==> src/rtl/cvp_vlsu.sv <==
// Vector load/store sequencer: walks one vector register through memory as a strided series
// of element transfers with a MemRdy wait-state handshake and a sticky address-wrap flag.
module cvp_vlsu #(
  parameter int unsigned DATA_W = 16,
  parameter int unsigned ADDR_W = 16,
  parameter int unsigned VLEN   = 16,
  parameter int unsigned IDX_W  = 4
) (
  input  logic              Clk1,
  input  logic              Reset,
  input  logic              Start,
  input  logic              Op,
  input  logic [ADDR_W-1:0] Base,
  input  logic [ADDR_W-1:0] Stride,
  input  logic [IDX_W-1:0]  Len,
  output logic [ADDR_W-1:0] Addr,
  output logic              RD,
  output logic              WR,
  output logic [DATA_W-1:0] DataOut,
  input  logic [DATA_W-1:0] DataIn,
  input  logic              MemRdy,
  output logic [IDX_W-1:0]  vIdx,
  input  logic [DATA_W-1:0] vRdData,
  output logic              vWrEn,
  output logic [DATA_W-1:0] vWrData,
  output logic              Busy,
  output logic              Done,
  output logic              Wrap
);

  localparam logic [2:0] StIdle  = 3'd0;
  localparam logic [2:0] StLdReq = 3'd1;
  localparam logic [2:0] StLdWb  = 3'd2;
  localparam logic [2:0] StStRd  = 3'd3;
  localparam logic [2:0] StStReq = 3'd4;
  localparam logic [2:0] StDone  = 3'd5;

  localparam logic [IDX_W-1:0] LastMax = IDX_W'(VLEN - 1);

  logic [2:0]        state_q, state_d;
  logic [ADDR_W-1:0] stride_q, stride_d;
  logic [IDX_W-1:0]  last_q, last_d;
  logic [ADDR_W-1:0] addr_q, addr_d;
  logic              rd_q, rd_d;
  logic              wr_q, wr_d;
  logic [DATA_W-1:0] dout_q, dout_d;
  logic [IDX_W-1:0]  idx_q, idx_d;
  logic              wren_q, wren_d;
  logic [DATA_W-1:0] wrdata_q, wrdata_d;
  logic              busy_q, busy_d;
  logic              done_q, done_d;
  logic              wrap_q, wrap_d;

  // Unsigned add with one extra bit; for a negative stride a missing carry means a borrow.
  logic [ADDR_W:0] addr_sum;
  logic            wrap_step;
  assign addr_sum  = {1'b0, addr_q} + {1'b0, stride_q};
  assign wrap_step = stride_q[ADDR_W-1] ? ~addr_sum[ADDR_W] : addr_sum[ADDR_W];

  always_comb begin
    state_d  = state_q;
    stride_d = stride_q;
    last_d   = last_q;
    addr_d   = addr_q;
    rd_d     = rd_q;
    wr_d     = wr_q;
    dout_d   = dout_q;
    idx_d    = idx_q;
    wren_d   = 1'b0;
    wrdata_d = wrdata_q;
    busy_d   = busy_q;
    done_d   = 1'b0;
    wrap_d   = wrap_q;

    case (state_q)
      StIdle: begin
        if (Start) begin
          stride_d = Stride;
          last_d   = (Len == '0) ? LastMax : Len - IDX_W'(1);
          addr_d   = Base;
          idx_d    = '0;
          busy_d   = 1'b1;
          wrap_d   = 1'b0;
          if (Op) begin
            state_d = StStRd;
          end else begin
            state_d = StLdReq;
            rd_d    = 1'b1;
          end
        end
      end
      StLdReq: begin
        if (MemRdy) begin
          wrdata_d = DataIn;
          rd_d     = 1'b0;
          wren_d   = 1'b1;
          state_d  = StLdWb;
        end
      end
      StLdWb: begin
        if (idx_q == last_q) begin
          state_d = StDone;
          done_d  = 1'b1;
          busy_d  = 1'b0;
        end else begin
          idx_d   = idx_q + IDX_W'(1);
          addr_d  = addr_sum[ADDR_W-1:0];
          wrap_d  = wrap_q | wrap_step;
          rd_d    = 1'b1;
          state_d = StLdReq;
        end
      end
      StStRd: begin
        dout_d  = vRdData;
        wr_d    = 1'b1;
        state_d = StStReq;
      end
      StStReq: begin
        if (MemRdy) begin
          wr_d = 1'b0;
          if (idx_q == last_q) begin
            state_d = StDone;
            done_d  = 1'b1;
            busy_d  = 1'b0;
          end else begin
            idx_d   = idx_q + IDX_W'(1);
            addr_d  = addr_sum[ADDR_W-1:0];
            wrap_d  = wrap_q | wrap_step;
            state_d = StStRd;
          end
        end
      end
      StDone: begin
        state_d = StIdle;
      end
      default: begin
        state_d = StIdle;
        rd_d    = 1'b0;
        wr_d    = 1'b0;
        busy_d  = 1'b0;
      end
    endcase
  end

  always_ff @(posedge Clk1) begin
    if (Reset) begin
      state_q  <= StIdle;
      stride_q <= '0;
      last_q   <= '0;
      addr_q   <= '0;
      rd_q     <= 1'b0;
      wr_q     <= 1'b0;
      dout_q   <= '0;
      idx_q    <= '0;
      wren_q   <= 1'b0;
      wrdata_q <= '0;
      busy_q   <= 1'b0;
      done_q   <= 1'b0;
      wrap_q   <= 1'b0;
    end else begin
      state_q  <= state_d;
      stride_q <= stride_d;
      last_q   <= last_d;
      addr_q   <= addr_d;
      rd_q     <= rd_d;
      wr_q     <= wr_d;
      dout_q   <= dout_d;
      idx_q    <= idx_d;
      wren_q   <= wren_d;
      wrdata_q <= wrdata_d;
      busy_q   <= busy_d;
      done_q   <= done_d;
      wrap_q   <= wrap_d;
    end
  end

  assign Addr    = addr_q;
  assign RD      = rd_q;
  assign WR      = wr_q;
  assign DataOut = dout_q;
  assign vIdx    = idx_q;
  assign vWrEn   = wren_q;
  assign vWrData = wrdata_q;
  assign Busy    = busy_q;
  assign Done    = done_q;
  assign Wrap    = wrap_q;

endmodule
==> config.mk <==
export PLATFORM = sky130hd
export DESIGN_NAME = cvp_vlsu
export DESIGN_NICKNAME = d
export VERILOG_FILES = /design/src/rtl/cvp_vlsu.sv
export SDC_FILE = /design/constraint.sdc
export NUM_CORES = 1
export LEC_CHECK = 0
export ABC_AREA = 1
export BUFFER_PORTS_ARGS = -buffer_cell sky130_fd_sc_hd__buf_4
export CAP_MARGIN = 20
export CORE_MARGIN = 3
export CORE_UTILIZATION = 43
export DETAILED_ROUTE_END_ITERATION = 10
export PLACE_DENSITY = 0.76
export SETUP_SLACK_MARGIN = 0.05
export SKIP_CTS_REPAIR_TIMING = 1
export SYNTH_ARGS = -nofsm -noshare
export SYNTH_HDL_FRONTEND = slang
export SYNTH_SLANG_ARGS = --single-unit
==> constraint.sdc <==
create_clock -name Clk1 -period 3.79 [get_ports Clk1]
set_input_delay 0.379 -clock Clk1 [delete_from_list [all_inputs] [get_ports Clk1]]
set_output_delay 0.379 -clock Clk1 [all_outputs]
set_load 0.1 [all_outputs]
==> impl_table.tex, run 1 <==
\begin{tabular}{lr}
\hline
Metric & Value \\
\hline
\multicolumn{2}{l}{\textbf{Setup path}} \\
\quad List of cells traversed by the critical path & inv\_2 > nand2\_2 > nor2\_2 > nand2\_1 > inv\_1 > o21ai\_0 > a41oi\_1 \\
\quad Maximum net fanout on the critical path & 23 \\
\quad Max stage delay cell, worst path & inv\_1 \\
\quad Endpoint type of the worst setup path & flip-flop \\
\quad Worst setup SP type & flip-flop \\
\quad Data required time at the worst endpoint & around 4.1 ns \\
\quad Buf+Inv Stages, Crit Path & 2 \\
\quad Maximum cell stage delay along the critical path & about 0.67 ns \\
\quad Endpoint arrival time on the critical path & about 2.7 ns \\
\quad Start-to-end type of the worst setup path & flip-flop to flip-flop \\
\quad CP delay by family, top & buffers and inverters \\
\multicolumn{2}{l}{\textbf{Synth}} \\
\quad Post-synth EDFFs & 0 \\
\quad Post-synthesis area per instance & between 6 and 7 um2 \\
\quad Portion of synthesized cell area occupied by the leading cell type & approximately two fifths \\
\quad Mapped cell area & 4240 um2 \\
\quad Sequential cell area fraction in the yosys report & 38.3\% \\
\quad Largest cells by area after synthesis & dfxtp\_1 38\%, nand2\_1 14\%, nor2\_1 8.7\%, a21oi\_1 6.5\%, o21ai\_0 5.7\% \\
\quad Count of cell types in the netlist & 38 \\
\quad Cell count after synthesis & approximately 630 \\
\quad Synth top cells by count & 161 x nand2\_1, 98 x nor2\_1, 81 x dfxtp\_1 \\
\quad Post-Synthesis Net Count & between 700 and 800 \\
\quad Post-synthesis async set-or-reset flop share & 0\% \\
\quad Biggest area consumer among synthesized cells & dfxtp\_1 \\
\quad Count of yosys warnings during synthesis & 0 \\
\quad Register bit total from synthesis & between 80 and 90 \\
\quad Most common flop cell mapped by yosys & dfxtp\_1 \\
\quad Most common cell in the synthesized netlist & nand2\_1 \\
\multicolumn{2}{l}{\textbf{Power and ir drop}} \\
\quad Sequential group share of total power & between 20 and 30\% \\
\quad Switching power as a share of total power & between 50\% and 60\% \\
\quad Static leakage & approximately 2.8 nW \\
\quad Maximum vdd ir drop & approximately 0.48 mV \\
\quad Portion of total power attributed to the clock network & between 10 and 15\% \\
\quad Power dissipated by switching net loads & around 2.7 mW \\
\quad Cell internal power dissipation & 2.16 mW \\
\quad Total power divided by cell area & $\sim$880 nW/um2 \\
\quad Power share of the combinational group & between 50\% and 60\% \\
\multicolumn{2}{l}{\textbf{STA}} \\
\quad Final count of pins violating max slew & 0 \\
\quad Hold Violations, Final & 0 \\
\quad Tcrit/Tclk final & a little over three fifths \\
\quad Worst clock skew & 0.00924 ns \\
\quad Setup Viol. Count Final & 0 \\
\quad Slew @ Worst Pin & 0.745 ns \\
\quad Worst rel slew slack & 50.2\% \\
\quad Unrepaired setup endpoints after global routing & no \\
\quad Total Neg Setup Slack & 0 ns \\
\quad Least setup slack across all paths after layout & about 1.4 ns \\
\quad Min cycle time layout & between 2 and 2.5 ns \\
\quad Final hold slack & $\sim$0.23 ns \\
\quad Fmax achieved & approximately 420 MHz \\
\multicolumn{2}{l}{\textbf{GRT}} \\
\quad Global-route met1 utilization & 26.9\% \\
\quad Global routing met2 resource utilization & between 30\% and 40\% \\
\quad Overall fraction of global-route tracks in use & approximately 20\% \\
\quad GRT overflow & 0 \\
\quad Met3 Resource Use GR & about 4.0\% \\
\quad Global-route wire length before repair & 18.8 mm \\
\quad Number of global-route vias before repair & 4,068 \\
\quad Busiest grt layer & met2 \\
\quad Largest net degree at the start of global routing & 48 \\
\quad Initial antenna violation count & 0 \\
\multicolumn{2}{l}{\textbf{Floorplanning}} \\
\quad DIE WIDTH & around 110 um \\
\quad Die Footprint & 11,100 um2 \\
\quad Placement row count & 35 \\
\quad Number of top-level design ports & 131 \\
\quad Core area & approximately 9400 um2 \\
\quad Initial core utilization & roughly 45\% \\
\quad Overall die height & between 100 and 150 um \\
\multicolumn{2}{l}{\textbf{Clocking}} \\
\quad Worst-case clock buffer depth & 2 \\
\quad Deepest level of the CTS H-tree & 3 \\
\quad Clock-pin slew on the worst setup and hold paths & around 0.09 ns \\
\quad Cts bufs inserted & 9 \\
\quad Worst-skew pair later-pin latency & 0.35 ns \\
\quad Clock sink count & 81 \\
\quad Clk Tree Root Cell & clkbuf\_8 \\
\quad CTS tree & done \\
\multicolumn{2}{l}{\textbf{Finish}} \\
\quad Area delta synth->final & 30.0\% \\
\quad Total Nets Final & 838 \\
\quad Ratio of cells with drive above 1 in the final layout & around 22\% \\
\quad Fillers & 912 \\
\quad ANT cells & 0 \\
\quad Final Cell Area & about 5500 um2 \\
\multicolumn{2}{l}{\textbf{Route}} \\
\quad Vias per cell & 4.93 \\
\quad Wire length reported by the detailed router & 11.5 mm \\
\quad Vias & about 4,300 \\
\quad Number of search-and-repair iterations in the first detailed-routing pass & 5 \\
\quad Routed Antenna Nets & 0 \\
\quad DRC marker count from the first detailed-route iteration & 214 \\
\quad Post-DR wirelength/cell & 13.0 um \\
\quad Total DRC errors in the routed layout & 0 \\
\multicolumn{2}{l}{\textbf{Placed design}} \\
\quad Total of buffers placed on input and output ports & 130 \\
\quad Cell area after placement & around 5300 um2 \\
\quad Setup slack after placement & roughly 1.4 ns \\
\quad Final weighted congestion in routability-driven placement & approximately 0.86 \\
\quad Post-DP HPWL & 8.69 mm \\
\multicolumn{2}{l}{\textbf{Status}} \\
\quad Result of the run & completed \\
\multicolumn{2}{l}{\textbf{Job}} \\
\quad Number of violations of the max-capacitance limit & 0 \\
\multicolumn{2}{l}{\textbf{Min path}} \\
\quad Path class of the lowest-slack min-delay path & input pin to flip-flop \\
\hline
\end{tabular}
[worst paths after layout]
check / slack (ns) / cells past startpoint / end / start
max: 1.40 / 7 / last_q[2]$_SDFFE_PP0P_ / state_q[2]$_SDFFE_PP0P_
min: 0.23 / 2 / last_q[0]$_SDFFE_PP0P_ / Len[0]
max reg2reg: 1.40 / 7 / last_q[2]$_SDFFE_PP0P_ / state_q[2]$_SDFFE_PP0P_
min reg2reg: 0.48 / 2 / stride_q[11]$_SDFFE_PP0P_ / stride_q[11]$_SDFFE_PP0P_
[cell type report]
class	instances	area (um2)	area share (%)
clock buffer	10	128	2.32
clock inverter	6	90.1	1.64
inverter	64	240	4.36
multi-input combinational	458	2260	41.1
sequential	81	1620	29.4
tap	129	161	2.93
timing repair buffer	131	1000	18.2
[cell usage in the layout (no fill, tap or decap), drive strengths merged, types with 2 or more instances in the layout]
master    n
ha       19
nand3b    2
clkbuf   10
buf     131
a31oi     2
o21ai    50
a21oi    56
dfxtp    81
inv      63
xor2      9
a211oi    2
xnor2     2
nand3    34
nand2   164
bufinv    2
nor3      6
clkinv    4
or2       4
nor2    102
[power by group through the flow]
stage	Sequential (mW)	Combinational, mW	Clock (mW)
floorplan	2.42	1.18	0
global placement	1.26	2.83	0
detailed placement	1.27	2.88	0
CTS	1.25	2.89	0.721
global route	1.28	3.11	0.756
finish	1.25	2.88	0.703
[worst reg2reg max path: stages (launching register included)]
cell	delay, ns
dfxtp_1	0.37
inv_2	0.12
nand2_2	0.09
nor2_2	0.19
nand2_1	0.49
inv_1	0.68
o21ai_0	0.19
a41oi_1	0.18
[registers in the layout, indices dropped and copies added (netlist names), 3 cells and up]
| name | cells |
|---|---|
| state_q | 3 |
| last_q | 4 |
| stride_q | 16 |
| vIdx | 4 |
| Addr | 16 |
| DataOut | 16 |
| vWrData | 16 |
[layer usage]
metal,wire length [um],up-vias
met5,0,-
met4,167,0
met3,612,14
met2,5560,129
met1,5130,1956
li1,-,2236
[through the flow]
step / power [mW] / utilization, % / cells
final: 4.84 / 58.5 / 879
after global routing: 5.15 / 58.5 / 879
after CTS: 4.86 / 58.2 / 878
after detailed placement: 4.16 / 55.9 / 862
after global placement: 4.10 / 55.9 / 862
after floorplan: 3.60 / - / 626
[cell families (layout without fill, tap and decap cells)]
logic type | count (synthesis) | after routing | share of synthesized area [%]
muxes | 1 | 1 | 0.236
DFF | 81 | 81 | 38.3
xor gates and xnor gates | 11 | 11 | 2.27
adders and majority gates | 20 | 20 | 6.09
and+or+nand+nor | 313 | 313 | 31.0
buffers and inverters | 87 | 211 | 8.30
AOI/OAI and AO/OA | 113 | 113 | 13.8
Note: power is estimated with default switching activity, not from simulation.
==> run 2: changes to the inputs <==
Settings changed: PLACE_DENSITY 0.76 to 0.79.
Clock period 3.79 ns to 1.9 ns, I/O delays scaled along.
==> run 2 against run 1 <==
Utilization increased by 2.5 points. Clock-buffer cell count fell by 1. Sequential cell count unchanged. Combinational power increased by 120%. Non-clock buffer count rose by 13. Register-to-register slack worse by 1.3 ns. Sequential share of layout area shrank 0.65 points. Global-route usage is 0.76 points higher. Highest routed layer unchanged.
==> impl_table.tex, run 2 (synthesis results as in run 1) <==
\begin{tabular}{lr}
\hline
Metric & Value \\
\hline
\multicolumn{2}{l}{\textbf{Clocking}} \\
\quad Clock-pin slew on the worst setup and hold paths & around 0.1 ns \\
\quad Clock sink count & 81 \\
\quad Clk Tree Root Cell & clkbuf\_8 \\
\quad Deepest level of the CTS H-tree & 3 \\
\quad CTS tree & done \\
\quad Cts bufs inserted & 9 \\
\quad Worst-case clock buffer depth & 2 \\
\quad Worst-skew pair later-pin latency & roughly 0.37 ns \\
\multicolumn{2}{l}{\textbf{Finish}} \\
\quad Layout Cells excl Fill & 896 \\
\quad Core utilization of the finished layout & between 60\% and 70\% \\
\quad Final Cell Area & approximately 5700 um2 \\
\quad Most frequent standard cell in the layout excluding fill and tap cells & nand2\_1 \\
\quad Top library cells by usage in the layout, fill and taps aside & 160 x nand2\_1, 143 x buf\_4, 98 x nor2\_1 \\
\quad ANT cells & 0 \\
\quad Total Nets Final & between 800 and 900 \\
\quad Ratio of cells with drive above 1 in the final layout & between 20\% and 30\% \\
\quad Area delta synth->final & 35.6\% \\
\quad Fillers & 854 \\
\multicolumn{2}{l}{\textbf{Setup path}} \\
\quad Critical path origin & stride\_q[0]\$\_SDFFE\_PP0P\_ \\
\quad Critical R2R Capture & Addr[4]\$\_SDFFE\_PP0P\_ \\
\quad Buf+Inv Stages, Crit Path & 3 \\
\quad Start-to-end type of the worst setup path & flip-flop to flip-flop \\
\quad Maximum cell stage delay along the critical path & 0.36 ns \\
\quad Register-to-Register Path Depth & 11 \\
\quad Startpoint of the most critical register-to-register path & stride\_q[0]\$\_SDFFE\_PP0P\_ \\
\quad Maximum net fanout on the critical path & 4 \\
\quad Reg2Reg Setup Slack & about 0.14 ns \\
\quad Data required time at the worst endpoint & between 2 and 2.5 ns \\
\quad Most common cell on crit path & nor2\_1 \\
\quad Endpoint arrival time on the critical path & 2.03 ns \\
\quad Worst setup SP type & flip-flop \\
\quad CP delay by family, top & adder cells \\
\quad Max stage delay cell, worst path & dfxtp\_2 \\
\quad Endpoint type of the worst setup path & flip-flop \\
\quad List of cells traversed by the critical path & ha\_4 > inv\_1 > fa\_2 > inv\_2 > nand3\_1 > nand3\_2 > buf\_4 > xnor2\_1 > o21ai\_0 > nor2\_1 > nor2\_1 \\
\multicolumn{2}{l}{\textbf{Min path}} \\
\quad HP Start & vRdData[7] \\
\quad Number of cells traversed by the worst hold path & 3 \\
\quad Path class of the lowest-slack min-delay path & input pin to flip-flop \\
\quad Endpoint of the worst hold path & DataOut[7]\$\_SDFFE\_PP0P\_ \\
\multicolumn{2}{l}{\textbf{Floorplanning}} \\
\quad Number of top-level design ports & roughly 130 \\
\quad Overall die height & around 110 um \\
\quad Placement row count & 35 \\
\quad DIE WIDTH & about 110 um \\
\quad Die Footprint & approximately 11,000 um2 \\
\quad Initial core utilization & between 40\% and 50\% \\
\quad Core area & 9420 um2 \\
\multicolumn{2}{l}{\textbf{GRT}} \\
\quad Initial antenna violation count & 0 \\
\quad Global-route wire length before repair & roughly 19 mm \\
\quad GRT overflow & 0 \\
\quad Overall fraction of global-route tracks in use & 21.2\% \\
\quad Number of global-route vias before repair & $\sim$4,100 \\
\quad Largest net degree at the start of global routing & 35 \\
\multicolumn{2}{l}{\textbf{Route}} \\
\quad Total DRC errors in the routed layout & 0 \\
\quad Post-DR wirelength/cell & 14.3 um \\
\quad Number of search-and-repair iterations in the first detailed-routing pass & 6 \\
\quad Routed Antenna Nets & 0 \\
\quad Vias & between 4,000 and 5,000 \\
\quad Wire length reported by the detailed router & between 10 and 15 mm \\
\quad DRC marker count from the first detailed-route iteration & approximately 280 \\
\quad Vias per cell & 5.10 \\
\multicolumn{2}{l}{\textbf{Power and ir drop}} \\
\quad Sequential group share of total power & between 20\% and 30\% \\
\quad Switching power as a share of total power & a little under three fifths \\
\quad Final Power & 10.2 mW \\
\quad Total power divided by cell area & 1780 nW/um2 \\
\quad Power dissipated by switching net loads & roughly 5.8 mW \\
\quad Power share of the combinational group & between 60\% and 70\% \\
\quad Portion of total power attributed to the clock network & approximately 12\% \\
\quad Cell internal power dissipation & 4.39 mW \\
\quad Maximum vdd ir drop & $\sim$0.75 mV \\
\quad Static leakage & about 2.9 nW \\
\multicolumn{2}{l}{\textbf{Placed design}} \\
\quad Final weighted congestion in routability-driven placement & $\sim$0.93 \\
\quad Post-DP HPWL & between 8 and 9 mm \\
\quad Placed cell count & 869 \\
\quad Cell area after placement & about 5400 um2 \\
\quad Setup slack after placement & $\sim$0.095 ns \\
\quad Total of buffers placed on input and output ports & 130 \\
\multicolumn{2}{l}{\textbf{STA}} \\
\quad Least setup slack across all paths after layout & about 0.14 ns \\
\quad Tcrit/Tclk final & 92.6\% \\
\quad Fmax achieved & $\sim$570 MHz \\
\quad Hold Violations, Final & 0 \\
\quad Final hold slack & $\sim$0.038 ns \\
\quad Worst clock skew & around 0.011 ns \\
\quad Setup Viol. Count Final & 0 \\
\quad Slew @ Worst Pin & between 0.4 and 0.5 ns \\
\quad Worst rel slew slack & between 70 and 80\% \\
\quad Min cycle time layout & approximately 1.8 ns \\
\quad Total Neg Setup Slack & 0 ns \\
\quad Unrepaired setup endpoints after global routing & yes \\
\quad Final count of pins violating max slew & 0 \\
\multicolumn{2}{l}{\textbf{Job}} \\
\quad Number of violations of the max-capacitance limit & 0 \\
\multicolumn{2}{l}{\textbf{Status}} \\
\quad Result of the run & completed \\
\hline
\end{tabular}
==> run 2: cell types whose count changed in the layout (fill, tap and decap cells not counted), sizes merged <==
cell,before,now
buf,131,143
clkinv,4,2
nand3b,2,5
clkbuf,10,9
inv,63,66
clkinvlp,1,3
dlygate4sd3,0,1
bufinv,2,0
nor2,102,103
==> run 2: worst max-delay path by stage <==
stage / endpoint / slack (ns) / cells after the start
CTS: vIdx[1]$_SDFFE_PP0P_ / 0.07 / 10
detailed placement: vIdx[0]$_SDFFE_PP0P_ / 0.1 / 9
floorplan: Wrap$_SDFFE_PP0P_ / -0.13 / 8
global route: Addr[15]$_SDFFE_PP0P_ / 0.01 / 11
finish: Addr[4]$_SDFFE_PP0P_ / 0.14 / 11
global placement: Addr[8]$_SDFFE_PP0P_ / 0.15 / 11
==> run 2: metal layers <==
| metal | global-route usage [%] | up-vias | routed length (um) |
|---|---|---|---|
| li1 | - | 2276 | - |
| met1 | 26.0 | 2084 | 5210 |
| met2 | 37.4 | 184 | 6510 |
| met3 | 4.72 | 26 | 886 |
| met4 | 5.53 | 0 | 222 |
| met5 | 0 | - | 0 |
==> run 2: tightest hold or removal path, cell delays in order <==
cell,delay [ns]
buf_4,0.07
nor2_1,0.03
nor2_1,0.08
==> run 2: layout make-up <==
type | instances | area [um2] | area share (%)
multi-input combinational | 462 | 2400 | 41.8
sequential | 81 | 1650 | 28.8
timing repair buffer | 144 | 1080 | 18.9
inverter | 64 | 250 | 4.36
tap | 129 | 161 | 2.81
clock buffer | 9 | 124 | 2.16
clock inverter | 7 | 72.6 | 1.26
==> run 2: power by group through the flow <==
stage	clock network, mW	registers, mW	logic, mW
floorplan	0	4.88	2.36
finish	1.27	2.55	6.39
CTS	1.30	2.54	5.88
detailed placement	0	2.58	5.85
global placement	0	2.56	5.75
global route	1.38	2.61	6.82
